File: src/rtl/arrow_hit_judge.sv
// rtl/arrow_hit_judge.sv - in-flight arrow queue with per-player hit/miss judging
module arrow_hit_judge #(
    parameter int TICK_DIV = 500000,
    parameter int TRAVEL   = 100,
    parameter int WINDOW   = 5,
    parameter int DEPTH    = 8
) (
    input  logic                     CLOCK_50,
    input  logic                     resetn,
    input  logic                     game_active,
    input  logic                     pattern_valid,
    input  logic [7:0]               pattern_out,
    input  logic [3:0]               player_a_keys,
    input  logic [3:0]               player_b_keys,
    output logic                     perfect_hit_a,
    output logic                     perfect_hit_b,
    output logic                     miss_a,
    output logic                     miss_b,
    output logic [$clog2(DEPTH):0]   queue_count,
    output logic                     overflow
);

    localparam int PW     = $clog2(DEPTH);
    localparam int EXPIRE = TRAVEL + WINDOW + 1;
    localparam int AW     = $clog2(EXPIRE + 1);
    localparam int WIN_LO = TRAVEL - WINDOW;
    localparam int WIN_HI = TRAVEL + WINDOW;
    localparam int PRW    = (TICK_DIV > 1) ? $clog2(TICK_DIV) : 1;

    localparam logic [PRW-1:0] PRESC_LAST = PRW'(TICK_DIV - 1);
    localparam logic [AW-1:0]  AGE_EXPIRE = AW'(EXPIRE);
    localparam logic [PW:0]    COUNT_FULL = (PW + 1)'(DEPTH);

    // Reserved pattern bits carry no meaning here.
    logic unused_pattern_bits;
    assign unused_pattern_bits = ^pattern_out[7:4];

    // Registered state
    logic [PRW-1:0]   presc_q, presc_d;
    logic [3:0]       keys_a_q, keys_a_d;
    logic [3:0]       keys_b_q, keys_b_d;
    logic [3:0]       mask_q [DEPTH];
    logic [3:0]       mask_d [DEPTH];
    logic [AW-1:0]    age_q  [DEPTH];
    logic [AW-1:0]    age_d  [DEPTH];
    logic [DEPTH-1:0] valid_q, valid_d;
    logic [DEPTH-1:0] a_done_q, a_done_d;
    logic [DEPTH-1:0] b_done_q, b_done_d;
    logic [PW-1:0]    head_q, head_d;
    logic [PW-1:0]    tail_q, tail_d;
    logic [PW:0]      count_q, count_d;
    logic             overflow_q, overflow_d;
    logic             hit_a_q, hit_a_d;
    logic             hit_b_q, hit_b_d;
    logic             miss_a_q, miss_a_d;
    logic             miss_b_q, miss_b_d;

    // Combinational decode of the head entry and this cycle's events
    logic             tick;
    logic [3:0]       edge_a, edge_b;
    logic             head_valid;
    logic [3:0]       head_mask;
    logic [AW-1:0]    head_age;
    logic             head_a_done, head_b_done;
    logic             in_window;
    logic             hit_a, hit_b;
    logic             pop_both, pop_expire, pop;
    logic             push_req, push_ok;

    // Head decode, tick generation and hit/retire decisions on pre-tick state
    always_comb begin
        tick        = game_active && (presc_q == PRESC_LAST);
        edge_a      = player_a_keys & ~keys_a_q;
        edge_b      = player_b_keys & ~keys_b_q;
        head_valid  = valid_q[head_q];
        head_mask   = mask_q[head_q];
        head_age    = age_q[head_q];
        head_a_done = a_done_q[head_q];
        head_b_done = b_done_q[head_q];
        in_window   = (int'(head_age) >= WIN_LO) && (int'(head_age) <= WIN_HI);

        hit_a = game_active && head_valid && !head_a_done && in_window &&
                (edge_a != 4'b0) && ((edge_a & ~head_mask) == 4'b0) &&
                ((edge_a & head_mask) != 4'b0);
        hit_b = game_active && head_valid && !head_b_done && in_window &&
                (edge_b != 4'b0) && ((edge_b & ~head_mask) == 4'b0) &&
                ((edge_b & head_mask) != 4'b0);

        pop_both   = game_active && head_valid && head_a_done && head_b_done;
        pop_expire = game_active && head_valid && (head_age == AGE_EXPIRE);
        pop        = pop_both || pop_expire;

        push_req = game_active && pattern_valid && (pattern_out[3:0] != 4'b0);
        push_ok  = push_req && ((count_q != COUNT_FULL) || pop);
    end

    // Next-state for prescaler, key history and registered pulses
    always_comb begin
        presc_d = presc_q;
        if (game_active) begin
            presc_d = tick ? '0 : presc_q + 1'b1;
        end
        keys_a_d = player_a_keys;
        keys_b_d = player_b_keys;
        hit_a_d  = hit_a;
        hit_b_d  = hit_b;
        // A both-done head never raises a miss, even if it has also expired.
        miss_a_d = pop_expire && !pop_both && !head_a_done;
        miss_b_d = pop_expire && !pop_both && !head_b_done;
    end

    // Next-state for the arrow queue: age, mark done, pop, push
    always_comb begin
        for (int i = 0; i < DEPTH; i++) begin
            mask_d[i] = mask_q[i];
            age_d[i]  = age_q[i];
        end
        valid_d    = valid_q;
        a_done_d   = a_done_q;
        b_done_d   = b_done_q;
        head_d     = head_q;
        tail_d     = tail_q;
        count_d    = count_q;
        overflow_d = overflow_q;

        if (tick) begin
            for (int i = 0; i < DEPTH; i++) begin
                if (valid_q[i] && (age_q[i] != AGE_EXPIRE)) begin
                    age_d[i] = age_q[i] + 1'b1;
                end
            end
        end

        if (hit_a) begin
            a_done_d[head_q] = 1'b1;
        end
        if (hit_b) begin
            b_done_d[head_q] = 1'b1;
        end

        if (pop) begin
            valid_d[head_q] = 1'b0;
            head_d          = head_q + 1'b1;
        end

        // Written after the pop so a push into the slot just freed wins.
        if (push_ok) begin
            mask_d[tail_q]   = pattern_out[3:0];
            age_d[tail_q]    = '0;
            valid_d[tail_q]  = 1'b1;
            a_done_d[tail_q] = 1'b0;
            b_done_d[tail_q] = 1'b0;
            tail_d           = tail_q + 1'b1;
        end

        if (push_req && !push_ok) begin
            overflow_d = 1'b1;
        end

        case ({push_ok, pop})
            2'b10:   count_d = count_q + 1'b1;
            2'b01:   count_d = count_q - 1'b1;
            default: count_d = count_q;
        endcase
    end

    // State registers with asynchronous clear
    always_ff @(posedge CLOCK_50 or negedge resetn) begin
        if (!resetn) begin
            presc_q    <= '0;
            keys_a_q   <= '0;
            keys_b_q   <= '0;
            for (int i = 0; i < DEPTH; i++) begin
                mask_q[i] <= '0;
                age_q[i]  <= '0;
            end
            valid_q    <= '0;
            a_done_q   <= '0;
            b_done_q   <= '0;
            head_q     <= '0;
            tail_q     <= '0;
            count_q    <= '0;
            overflow_q <= 1'b0;
            hit_a_q    <= 1'b0;
            hit_b_q    <= 1'b0;
            miss_a_q   <= 1'b0;
            miss_b_q   <= 1'b0;
        end else begin
            presc_q    <= presc_d;
            keys_a_q   <= keys_a_d;
            keys_b_q   <= keys_b_d;
            for (int i = 0; i < DEPTH; i++) begin
                mask_q[i] <= mask_d[i];
                age_q[i]  <= age_d[i];
            end
            valid_q    <= valid_d;
            a_done_q   <= a_done_d;
            b_done_q   <= b_done_d;
            head_q     <= head_d;
            tail_q     <= tail_d;
            count_q    <= count_d;
            overflow_q <= overflow_d;
            hit_a_q    <= hit_a_d;
            hit_b_q    <= hit_b_d;
            miss_a_q   <= miss_a_d;
            miss_b_q   <= miss_b_d;
        end
    end

    assign perfect_hit_a = hit_a_q;
    assign perfect_hit_b = hit_b_q;
    assign miss_a        = miss_a_q;
    assign miss_b        = miss_b_q;
    assign queue_count   = count_q;
    assign overflow      = overflow_q;

endmodule

File: config.mk
export PLATFORM = sky130hd
export DESIGN_NAME = arrow_hit_judge
export DESIGN_NICKNAME = d
export VERILOG_FILES = /design/src/rtl/arrow_hit_judge.sv
export SDC_FILE = /design/constraint.sdc
export NUM_CORES = 1
export LEC_CHECK = 0
export BUFFER_PORTS_ARGS = -buffer_cell sky130_fd_sc_hd__buf_2
export CORE_MARGIN = 5
export CORE_UTILIZATION = 45
export DETAILED_ROUTE_END_ITERATION = 10
export PLACE_DENSITY = 0.6
export SLEW_MARGIN = 20
export SYNTH_ARGS = -nofsm -noshare
export SYNTH_HDL_FRONTEND = slang
export SYNTH_SLANG_ARGS = --single-unit
File: constraint.sdc
create_clock -name CLOCK_50 -period 4.5 [get_ports CLOCK_50]
set_input_delay 0.675 -clock CLOCK_50 [delete_from_list [all_inputs] [get_ports CLOCK_50]]
set_output_delay 0.675 -clock CLOCK_50 [all_outputs]
set_load 0.1 [all_outputs]
# Word level (Yosys, flattened, before mapping)

Cells that the tools add are included.

Register bits after elaboration: 154
Latch bits: 0
Bits in writable memories: 0
Memory bits (read-only): 0
Output and inout port bits: 9
Memories: 0

Add/subtract/negate cells: 13
Multipliers: 0
Div/mod/pow operators: 0
Magnitude comparators: 9
Equality and inequality tests: 13
Shift-type cells: 0
Muxes and demuxes: 39
Bitwise operators: 21
Reductions and logical operators: 48

Operator list:

| cell                                                            | count |
|---|---|
| 56-bit two-way mux                                              | 2 |
| 7-bit two-way mux                                               | 11 |
| 7-bit by 1-bit adder with 7-bit output, second input constant   | 8 |
| 56-bit bitwise AND                                              | 1 |
| 7-bit != test, second input constant                            | 8 |
| 56-bit inverter                                                 | 1 |
| 8-bit two-way mux                                               | 6 |
| 1-bit logical AND                                               | 34 |
| 32-bit bitwise mux                                              | 1 |
| 4-bit bitwise AND                                               | 6 |
| 8-bit bitwise AND                                               | 3 |
| 8-bit bitwise OR                                                | 3 |
| 7-bit binary-select mux with 3-bit select                       | 1 |
| 7-bit demux with 3-bit select                                   | 1 |
| 4-bit nonzero test                                              | 5 |
| 19-bit by 1-bit adder with 19-bit output, second input constant | 1 |
| 19-bit == test, second input constant                           | 1 |
| 19-bit two-way mux                                              | 1 |
| 8-bit inverter                                                  | 2 |
| 4-bit binary-select mux with 3-bit select                       | 1 |
| 4-bit demux with 3-bit select                                   | 1 |
| 4-bit two-way mux                                               | 3 |
| 4-bit inverter                                                  | 3 |
| 1-bit binary-select mux with 3-bit select                       | 3 |
| other kinds (21)                                                | 36 |

# Logic depth before layout (Yosys ltp)

Gate-level depths: netlist of run 1.

Word-level depth: 13
Depth in mapped cells: 16

# Least setup slack after synthesis of run 1

No wires, ideal clock.

Path type: reg-to-reg
Start: register head_q[1]
End: register count_q[2] (netlist: queue_count[2])
Library setup time: 0.163 ns
Data arrival time: 3.330 ns
Required time: 4.337 ns
Slack: 1.007 ns
Stages on the path, launching flop included: 16
Buffers on the path: 2
Path through: dfrtp_1 > buf_4 > mux4_2 > mux2_2 > a21boi_1 > and4b_4 > a221oi_4 > buf_6 > nand2b_1 > ha_1 > xor2_1 > ha_1 > a21oi_1 > xor2_1 > nor2_1 > xor2_1

Longest elaborated chain between the ends: 11
Elaborated cells on any way between the ends: 22
Classes of those cells: eq/ne: 3; mux: 10; bitwise: 1; reduce/logical: 8

Ends and longest elaborated chain:

| item                                                                               | line | source |
|---|---|---|
| start: declaration                                                                 | 49   | `logic [PW-1:0] head_q, head_d;` |
| start signal: assignment                                                           | 180  | `head_q <= '0;` |
| start signal: assignment                                                           | 199  | `head_q <= head_d;` |
| 3-bit inverter with 4-bit output (implied by the code)                             | 77   | `head_age = age_q[head_q];` |
| 7-bit binary-select mux with 3-bit select                                          | 77   |  |
| 7-bit two-way mux (implied by the code) (2 in series)                              | 77   |  |
| 7-bit == test                                                                      | 90   | `pop_expire = game_active && head_valid && (head_age == AGE_EXPIRE);` |
| 1-bit logical AND                                                                  | 90   |  |
| 1-bit logical OR *                                                                 | 91   | `pop = pop_both \|\| pop_expire;` |
| 1-bit logical OR                                                                   | 94   | `push_ok = push_req && ((count_q != COUNT_FULL) \|\| pop);` |
| 1-bit logical AND                                                                  | 94   |  |
| 2-bit by 1-bit == test with 1-bit output / 2-bit == test (equally long branches)   | 160  | `case ({push_ok, pop})` |
| 4-bit one-hot mux with 2 select lines / 2-bit nonzero test (equally long branches) | -    |  |
| end signal: assignment                                                             | 201  | `count_q <= count_d;` |
| end: declaration                                                                   | 51   | `logic [PW:0] count_q, count_d;` |

Mark *: on every way between the ends. The rest lies on a longest branch, timed or not. The select of a mux whose other input is x is not followed.
A chain may end at the register's enable or synchronous reset.

# Worst setup path in the final report of run 1

Same ends and word-level chain as after synthesis.

==> flow_metrics.py, run 1 <==
metrics = {
    "run_status": {
        "outcome": "finished clean",
    },
    "floorplan": {
        "die_h_microns": 146.4,
        "core_sq_mm": 0.01815,
        "io-pin-count": 29,
        "row_count": 49,
        "die_area_sq_mm": 0.02143,
        "die_w_microns": 146.4,
        "initial_core_util_pct": 46.13,
    },
    "synthesis": {
        "synth_xor_area_share_pct": 7.219,
        "synth_edf_count": 0,
        "yosys-top-cells-area": "dfrtp_1, xnor2_1, mux2_2",
        "synth_top_family_by_area": "simple AND/OR/NAND/NOR gates",
        "synthMuxAreaShare_pct": 12.84,
        "synthSimpleGateAreaFrac_pct": 20.07,
        "syn_nets": 834,
        "synth_area_leader_cell": "dfrtp_1",
        "netlist.area_leader.share_pct": 46.03,
        "synth-compound-area-share_pct": 6.845,
        "yosysWarnings": 0,
        "yosysSeqAreaShare_pct": 46.03,
        "async_flop_share_pct": 100.0,
        "synth_fa_ha_area_share_pct": 3.288,
        "synthFlopType": "dfrtp_1",
        "syn_area_sq_mm": 0.008372,
        "ys_ff_latch": 154,
        "netlist-cell-type-count": 61,
        "avgSynthCellArea_sq_um": 10.57,
        "synth_cells": 792,
    },
    "drt": {
        "wl_per_cell_microns": 18.56,
        "finalWirelength_microns": 19800,
        "remaining_drc_errors": 0,
        "drtIter0Drc": 330,
        "ant_nets": 0,
        "vias": 6008,
        "viasPerCell": 5.631,
        "dr.pass1.iters": 4,
    },
    "place": {
        "dp_cells": 1035,
        "dpl.hpwl_microns": 14300,
        "port_buffers": 24,
        "gp_congestion": 0.9046,
    },
    "timing": {
        "fin_tns_setup_ns": 0,
        "rsz0062_at_grt": "false",
        "fmax_mhz": 261.3,
        "fin_crit_ns": 3.828,
        "maxSlewViolCount": 0,
        "hold_violations": 0,
        "period_share_pct": 85.06,
        "clock-skew-final_ns": 0.01852,
        "tightest_slew_ns": 0.6875,
        "slew_headroom_pct": 54.07,
        "setup_viol": 0,
    },
    "finish": {
        "mostFrequentLayoutCell": "dfrtp_1",
        "fin_nets": 867,
        "drive_above_1_share_pct": 17.54,
        "n_antenna_cell": 0,
        "final_core_util_pct": 51.41,
        "stdcell_count": 1067,
        "syn_to_final_growth_pct": 11.43,
        "most-common-layout-cells": "dfrtp_1, nor2_1, nand2_1",
    },
    "clock_tree": {
        "cts_setup_buffers": 0,
        "hold_buffers": 0,
        "max-clock-path-buffers": 2,
        "clock_latency_ns": 0.43,
        "numClockSinks": 154,
        "cts_resized": 0,
        "cts_tree": "yes",
        "cts_root_buf": "clkbuf_16",
        "clk_pin_slew_ns": 0.06,
        "cts_buffers": 17,
        "htree_levels": 4,
    },
    "worst_setup_path": {
        "r2r-start": "head_q[1]$_DFFE_PN0N_",
        "worst_r2r_endpoint": "queue_count[2]$_DFFE_PN0P_",
        "cp-end-kind": "flop",
        "startpoint_type": "flop",
        "crit_chain": "buf_4 > and2_1 > a32oi_1 > and2_1 > and2_1 > a221oi_4 > nand2b_1 > ha_1 > xor2_1 > ha_1 > a21oi_1 > xor2_1 > nor2_1 > xor2_1",
        "arrival_ns": 4.14,
        "ff2ff_setup_slack_ns": 0.67,
        "max_stage_delay_ns": 0.78,
        "crit_type": "reg2reg",
        "slowest_stage": "dfrtp_1",
        "crit_required_ns": 4.81,
        "critPathMaxFanout": 19,
        "reg2regPathDepth": 14,
    },
    "global_route": {
        "grt_pass1_vias": 6049,
        "grt_pass1_wl_microns": 32650,
        "grt_usage_pct": 19.18,
        "grt_max_degree": 68,
        "antenna_found_initial": 0,
        "grt.overflow.total": 0,
    },
    "power_and_ir_drop": {
        "cellLeakagePower_nw": 4.186,
        "power_density_mw_per_mm2": 549.2,
        "peakVddDrop_mv": 0.3873,
    },
    "min_path": {
        "hold_path_class": "in2async",
    },
    "run": {
        "maxCapViolCount": 0,
    },
}
==> worst max-delay path: cells and delay by family (launching register included) <==
kind / cells / cell delay (ns)
xor+xnor: 3 / 0.40
buf+inv: 1 / 0.25
simple gates: 5 / 1.06
compound gates: 3 / 0.73
flops: 1 / 0.78
fa+ha+maj: 2 / 0.47
==> synth_stat cells, types with 3 or more instances <==
library cell  count
a211oi_1          4
a21o_1            3
a21oi_1          19
a22oi_1          10
and2_1            5
and3_1           10
buf_1             3
buf_2             8
buf_4             7
buf_6             5
clkbuf_1          9
dfrtp_1         154
ha_1             22
inv_1            31
mux2_2           31
mux2_4            9
mux2i_1          32
mux4_2           12
nand2_1          75
nand2b_1         11
nand3_1          32
nand3b_1          3
nand4_1           6
nor2_1           91
nor2_2            3
nor2b_1          11
nor3_1           22
nor4_1            4
nor4_4            3
nor4bb_1         11
o21ai_0          20
o22a_1            6
or3_1            13
or4_1             5
xnor2_1          50
xor2_1           19
==> metrics by stage <==
stage | hold slack (ns) | power (W) | worst slack, ns | instance area [sq um]
4_1_cts | 0.2673 | 0.005151 | 0.6596 | 9329
5_1_grt | 0.2851 | 0.005391 | 0.4168 | 9329
3_5_place_dp | 0.4768 | 0.003747 | 0.6738 | 8757
3_3_place_gp | 0.4700 | 0.003699 | 0.6740 | 8757
2_1_floorplan | 0.3794 | 0.003309 | 1.007 | 8372
6_report | 0.2269 | 0.005124 | 0.6724 | 9329
==> per-layer routing <==
layer	up-vias	global-route usage (%)	routed length (microns)
li1	2836	-	-
met1	3005	26.73	9290
met2	141	30.31	9333
met3	26	4.183	832
met4	0	5.550	342
met5	-	0	0
==> cell families (layout without fill, tap and decap cells) <==
family	after synthesis	after routing
adder cells (fa/ha/maj)	22	22
AO/OA/AOI/OAI	81	81
XOR/XNOR	69	69
AND/OR/NAND/NOR	319	319
multiplexers	84	84
buffers and inverters	63	109
flip-flops	154	154
==> layout make-up <==
cell class                      count  area (sq um)
Multi-Input combinational cell    575          4208
Clock buffer                       20         456.7
Inverter                           31         116.4
Clock inverter                     12         115.1
Tap cell                          229         286.5
Timing Repair Buffer               46         291.5
Fill cell                        1614          8818
Sequential cell                   154          3855
==> worst max-delay path by stage <==
stage	from	end	slack, ns	depth (start not counted)
2_1_floorplan	head_q[1]$_DFFE_PN0N_	queue_count[2]$_DFFE_PN0P_	1.01	15
3_3_place_gp	head_q[1]$_DFFE_PN0N_	queue_count[2]$_DFFE_PN0P_	0.67	13
3_5_place_dp	head_q[1]$_DFFE_PN0N_	queue_count[2]$_DFFE_PN0P_	0.67	13
4_1_cts	head_q[1]$_DFFE_PN0N_	queue_count[2]$_DFFE_PN0P_	0.66	13
5_1_grt	head_q[1]$_DFFE_PN0N_	queue_count[2]$_DFFE_PN0P_	0.42	14
6_report	head_q[1]$_DFFE_PN0N_	queue_count[2]$_DFFE_PN0P_	0.67	14
==> power by group <==
group          switching (W)  leakage, nW  internal [W]
registers           0.000341         2.01       0.00168
logic               0.000971         1.91      0.000745
clock network       0.000590        0.273      0.000794
==> state kept, by name (all words and copies together), names as in the netlist, 4 cells and up <==
name         count
presc_q         19
valid_q          8
keys_b_q         4
a_done_q         8
age_q           56
mask_q          32
b_done_q         8
keys_a_q         4
queue_count      4
No activity file was read; power rests on OpenSTA's default activity.
==> inputs of run 2 (changes only) <==
==> constraint.sdc (replaced) <==
create_clock -name CLOCK_50 -period 4.1 [get_ports CLOCK_50]
set_input_delay 0.615 -clock CLOCK_50 [delete_from_list [all_inputs] [get_ports CLOCK_50]]
set_output_delay 0.615 -clock CLOCK_50 [all_outputs]
set_load 0.1 [all_outputs]
==> flow_metrics.py, run 2 (synthesis gave the netlist of run 1 again) <==
metrics = {
    "drt": {
        "dr.pass1.iters": 4,
        "finalWirelength_microns": 19530,
        "ant_nets": 0,
        "wl_per_cell_microns": 18.34,
        "viasPerCell": 5.629,
        "vias": 5995,
        "drtIter0Drc": 481,
        "remaining_drc_errors": 0,
    },
    "place": {
        "gp_congestion": 0.8416,
        "port_buffers": 24,
        "place_area_sq_mm": 0.008767,
        "place_ws_ns": 0.3543,
        "dpl.hpwl_microns": 14210,
        "dp_cells": 1033,
    },
    "worst_setup_path": {
        "crit_required_ns": 4.42,
        "max_stage_delay_ns": 0.64,
        "cp_num_buf_inv": 1,
        "path_common_cell": "xor2_1",
        "cp_top_family": "simple AND/OR/NAND/NOR gates",
        "startpoint_type": "flop",
        "critPathMaxFanout": 12,
        "cp-end-kind": "flop",
        "arrival_ns": 4.10,
        "crit_chain": "buf_4 > nor2b_1 > a22oi_1 > a22oi_1 > and2_1 > a221oi_4 > nand2b_1 > ha_1 > xor2_1 > ha_1 > a21oi_1 > xor2_1 > nor2_1 > xor2_1",
        "crit_type": "reg2reg",
        "ff2ff_setup_slack_ns": 0.32,
        "slowest_stage": "dfrtp_1",
    },
    "clock_tree": {
        "clock_latency_ns": 0.43,
        "cts_buffers": 17,
        "max-clock-path-buffers": 2,
        "cts_tree": "yes",
        "numClockSinks": 154,
        "htree_levels": 4,
        "clk_pin_slew_ns": 0.07,
        "cts_root_buf": "clkbuf_16",
        "cts_setup_buffers": 0,
        "hold_buffers": 0,
        "cts_resized": 0,
    },
    "finish": {
        "n_antenna_cell": 0,
        "fin_nets": 865,
        "largest_reg_flops": 56,
        "design_area_sq_mm": 0.009363,
        "most-common-layout-cells": "dfrtp_1, nor2_1, nand2_1",
        "mostFrequentLayoutCell": "dfrtp_1",
        "syn_to_final_growth_pct": 11.84,
        "reg.largest.list": "age_q (56), mask_q (32), presc_q (19)",
        "fill_cells": 1607,
        "drive_above_1_share_pct": 17.46,
        "stdcell_count": 1065,
        "largest-register": "age_q",
    },
    "timing": {
        "tightest_slew_ns": 0.8767,
        "fmax_mhz": 264.7,
        "clock-skew-final_ns": 0.01366,
        "setup_ws_ns": 0.3222,
        "rsz0062_at_grt": "false",
        "setup_viol": 0,
        "maxSlewViolCount": 0,
        "period_share_pct": 92.14,
        "fin_crit_ns": 3.778,
        "slew_headroom_pct": 41.55,
        "hold_violations": 0,
        "fin_tns_setup_ns": 0,
    },
    "global_route": {
        "grt.overflow.total": 0,
        "antenna_found_initial": 0,
        "grt_max_degree": 94,
        "grt_pass1_wl_microns": 32470,
        "grt_usage_pct": 18.99,
        "grt_pass1_vias": 6057,
    },
    "power_and_ir_drop": {
        "power_frac_comb_pct": 33.5,
        "power_density_mw_per_mm2": 608.4,
        "p_sw_w": 0.002139,
        "switching_share_pct": 37.54,
        "finalPower_w": 0.005696,
        "clkPwrFrac_pct": 27.8,
        "cellLeakagePower_nw": 4.196,
        "seq_power_share_pct": 38.7,
        "power.internal_w": 0.003558,
        "peakVddDrop_mv": 0.7851,
    },
    "floorplan": {
        "die_h_microns": 146.4,
        "core_sq_mm": 0.01815,
        "row_count": 49,
        "die_area_sq_mm": 0.02143,
        "die_w_microns": 146.4,
        "io-pin-count": 29,
        "initial_core_util_pct": 46.13,
    },
    "run_status": {
        "outcome": "finished clean",
    },
    "run": {
        "maxCapViolCount": 0,
    },
    "min_path": {
        "hold_path_class": "in2async",
    },
}
run 2: changes by cell type in the layout (fill, tap and decap cells not counted), sizes merged:
cell      previous run  this run
clkbuf              20        18
buf                 46        44
clkinvlp             3         2
inv                 33        38
clkinv               6         4
run 2: worst paths after layout:
| path | startpoint | to | cells past startpoint |
|---|---|---|---|
| max in group asynchronous | resetn | presc_q[13]$_DFFE_PN0P_ | 2 |
| worst min register to register | a_done_q[2]$_DFF_PN0_ | a_done_q[2]$_DFF_PN0_ | 1 |
| worst max-delay path | head_q[1]$_DFFE_PN0N_ | queue_count[2]$_DFFE_PN0P_ | 14 |
| worst max register to register | head_q[1]$_DFFE_PN0N_ | queue_count[2]$_DFFE_PN0P_ | 14 |
| min in group CLOCK_50 | player_b_keys[1] | keys_b_q[1]$_DFF_PN0_ | 1 |
| worst min-delay path | resetn | age_q[47]$_DFF_PN0_ | 1 |
run 2: area by class of cell:
class                      instances  area, sq um  share of cell area, %
timing repair buffer              44        301.5                  3.221
tap                              229        286.5                  3.060
multi-input combinational        575         4208                  44.94
sequential                       154         3855                  41.17
clock buffer                      18        439.2                  4.691
inverter                          31        116.4                  1.243
clock inverter                    14        156.4                  1.670
run 2: worst register-to-register path: stages (launching register included):
cell	delay (ns)
dfrtp_1	0.64
buf_4	0.22
nor2b_1	0.45
a22oi_1	0.22
a22oi_1	0.27
and2_1	0.26
a221oi_4	0.11
nand2b_1	0.26
ha_1	0.31
xor2_1	0.16
ha_1	0.18
a21oi_1	0.17
xor2_1	0.19
nor2_1	0.07
xor2_1	0.14
run 2: layer usage:
layer | wire (microns) | vias to the layer above | global-route usage (%)
met5 | 0 | - | 0
met4 | 321 | 0 | 6.209
met3 | 1030 | 23 | 4.803
met2 | 8950 | 126 | 29.01
met1 | 9224 | 3022 | 26.59
li1 | - | 2824 | -
run 2: power by group through the flow:
stage               clock [W]  sequential, W  combinational [W]
detailed placement          0        0.00223            0.00191
global route          0.00169        0.00226            0.00207
floorplan                   0        0.00223            0.00140
finish                0.00158        0.00220            0.00191
global placement            0        0.00221            0.00187
CTS                   0.00161        0.00220            0.00192
run 2: through the flow:
step,hold slack [ns],utilization [%]
floorplan,0.3194,-
global placement,0.4704,48.31
detailed placement,0.4782,48.31
CTS,0.2774,51.59
global route,0.2730,51.59
finish,0.2749,51.59
==> inputs of run 3 (changes only) <==
--- a/config.mk
+++ b/config.mk
@@ -10,6 +10,7 @@
 export CORE_UTILIZATION = 45
 export DETAILED_ROUTE_END_ITERATION = 10
 export PLACE_DENSITY = 0.6
+export RECOVER_POWER = 25
 export SLEW_MARGIN = 20
 export SYNTH_ARGS = -nofsm -noshare
 export SYNTH_HDL_FRONTEND = slang
==> flow_metrics.py, run 3 (synthesis gave the netlist of run 1 again) <==
metrics = {
    "run_status": {
        "outcome": "finished with violations",
        "violations": "max-capacitance violations, max-slew violations",
    },
    "finish": {
        "design_area_sq_mm": 0.009354,
        "multiInputGateArea_sq_mm": 0.004208,
        "largest-register": "age_q",
        "mostFrequentLayoutCell": "dfrtp_1",
        "n_antenna_cell": 0,
        "final_core_util_pct": 51.54,
        "most-common-layout-cells": "dfrtp_1, nor2_1, nand2_1",
        "largest_reg_flops": 56,
        "drive_above_1_share_pct": 17.22,
        "stdcell_count": 1065,
        "syn_to_final_growth_pct": 11.73,
        "reg.largest.list": "age_q (56), mask_q (32), presc_q (19)",
        "fill_cells": 1611,
        "seqCellArea_sq_mm": 0.003855,
        "fin_nets": 865,
    },
    "timing": {
        "setup_viol": 0,
        "period_share_pct": 92.19,
        "setup_ws_ns": 0.3204,
        "fin_tns_setup_ns": 0,
        "maxSlewViolCount": 93,
        "fmax_mhz": 264.6,
        "clock-skew-final_ns": 0.01346,
        "tightest_slew_ns": 2.403,
        "hold_violations": 0,
        "rsz0062_at_grt": "false",
        "slew_headroom_pct": -60.23,
        "fin_crit_ns": 3.780,
    },
    "clock_tree": {
        "cts_tree": "yes",
        "cts_resized": 0,
        "clock_latency_ns": 0.44,
        "hold_buffers": 0,
        "clk_pin_slew_ns": 0.07,
        "numClockSinks": 154,
        "cts_setup_buffers": 0,
        "htree_levels": 4,
        "cts_root_buf": "clkbuf_16",
        "max-clock-path-buffers": 2,
        "cts_buffers": 17,
    },
    "place": {
        "dpl.hpwl_microns": 14210,
        "dp_cells": 1033,
        "place_ws_ns": 0.3543,
        "port_buffers": 24,
        "gp_congestion": 0.8416,
        "place_area_sq_mm": 0.008767,
    },
    "global_route": {
        "grt_pass1_wl_microns": 32470,
        "antenna_found_initial": 0,
        "grt_pass1_vias": 6057,
        "grt_max_degree": 94,
        "grt_usage_pct": 18.99,
        "grt.overflow.total": 0,
    },
    "worst_setup_path": {
        "critPathMaxFanout": 12,
        "worst_r2r_endpoint": "queue_count[2]$_DFFE_PN0P_",
        "startpoint_type": "flop",
        "crit_type": "reg2reg",
        "reg2regPathDepth": 14,
        "arrival_ns": 4.10,
        "crit_chain": "buf_4 > nor2b_1 > a22oi_1 > a22oi_1 > and2_1 > a221oi_4 > nand2b_1 > ha_1 > xor2_1 > ha_1 > a21oi_1 > xor2_1 > nor2_1 > xor2_1",
        "ff2ff_setup_slack_ns": 0.32,
        "crit_required_ns": 4.42,
        "max_stage_delay_ns": 0.64,
        "path_common_cell": "xor2_1",
        "slowest_stage": "dfrtp_1",
        "cp-end-kind": "flop",
        "r2r-start": "head_q[1]$_DFFE_PN0N_",
    },
    "drt": {
        "ant_nets": 0,
        "viasPerCell": 5.666,
        "remaining_drc_errors": 0,
        "dr.pass1.iters": 5,
        "wl_per_cell_microns": 18.37,
        "finalWirelength_microns": 19560,
        "drtIter0Drc": 476,
        "vias": 6034,
    },
    "power_and_ir_drop": {
        "clkPwrFrac_pct": 27.8,
        "power_frac_comb_pct": 33.5,
        "seq_power_share_pct": 38.7,
        "peakVddDrop_mv": 0.7851,
        "switching_share_pct": 37.57,
        "power.internal_w": 0.003557,
        "p_sw_w": 0.002141,
        "power_density_mw_per_mm2": 609.2,
        "cellLeakagePower_nw": 4.189,
    },
    "min_path": {
        "min-delay-start": "player_b_keys[1]",
        "worstHoldPathCells": 1,
        "hold_path_class": "in2reg",
        "timing.hold.worst_endpoint": "keys_b_q[1]$_DFF_PN0_",
    },
    "floorplan": {
        "die_h_microns": 146.4,
        "initial_core_util_pct": 46.13,
        "die_area_sq_mm": 0.02143,
        "die_w_microns": 146.4,
        "io-pin-count": 29,
        "core_sq_mm": 0.01815,
        "row_count": 49,
    },
    "run": {
        "maxCapViolCount": 1,
    },
}
## run 3: cell types whose count changed in the layout (fill, tap and decap cells not counted)
cell and delta:
clkbuf_1 +2, buf_6 -1, clkbuf_2 +1, buf_2 -2
## run 3: worst max-delay path by stage
stage,start,endpoint,slack (ns),depth (start not counted)
3_5_place_dp,head_q[1]$_DFFE_PN0N_,queue_count[2]$_DFFE_PN0P_,0.35,14
6_report,head_q[1]$_DFFE_PN0N_,queue_count[2]$_DFFE_PN0P_,0.32,14
2_1_floorplan,head_q[1]$_DFFE_PN0N_,queue_count[2]$_DFFE_PN0P_,0.61,15
3_3_place_gp,head_q[1]$_DFFE_PN0N_,queue_count[2]$_DFFE_PN0P_,0.46,14
5_1_grt,head_q[1]$_DFFE_PN0N_,queue_count[2]$_DFFE_PN0P_,0.06,14
4_1_cts,head_q[1]$_DFFE_PN0N_,queue_count[2]$_DFFE_PN0P_,0.34,14
## run 3: cell type report
cell class                      instances  share of cell area (%)
Clock inverter                         14                   1.672
Inverter                               31                   1.244
Clock buffer                           18                   4.695
Tap cell                              229                   3.063
Multi-Input combinational cell        575                   44.98
Timing Repair Buffer                   44                   3.130
Sequential cell                       154                   41.21
## run 3: power by group through the flow
stage               Clock, W  Sequential [W]  Combinational (W)
finish               0.00158         0.00220            0.00191
global route         0.00169         0.00226            0.00207
CTS                  0.00161         0.00220            0.00192
detailed placement         0         0.00223            0.00191
global placement           0         0.00221            0.00187
floorplan                  0         0.00223            0.00140
## run 3: worst max-delay path, delay by kind of cell (launching register included)
kind                     cells  cell delay, ns
XOR/XNOR                     3            0.49
AND/OR/NAND/NOR              4            1.04
flip-flops                   1            0.64
AO/OA/AOI/OAI                4            0.77
buffers and inverters        1            0.22
adder cells (fa/ha/maj)      2            0.49
## run 3: metal layers
metal | vias to the layer above | global-route usage [%] | part of all wire [%]
li1 | 2830 | - | -
met1 | 3043 | 26.59 | 47
met2 | 135 | 29.01 | 46
met3 | 26 | 4.803 | 5.4
met4 | 0 | 6.209 | 1.8
met5 | - | 0 | 0
## run 3: metrics by stage
stage	total power (W)	hold slack, ns
after floorplan	0.003632	0.3194
after global placement	0.004080	0.4704
after detailed placement	0.004138	0.4782
after CTS	0.005731	0.2774
after global routing	0.006017	0.2730
final	0.005698	0.2946
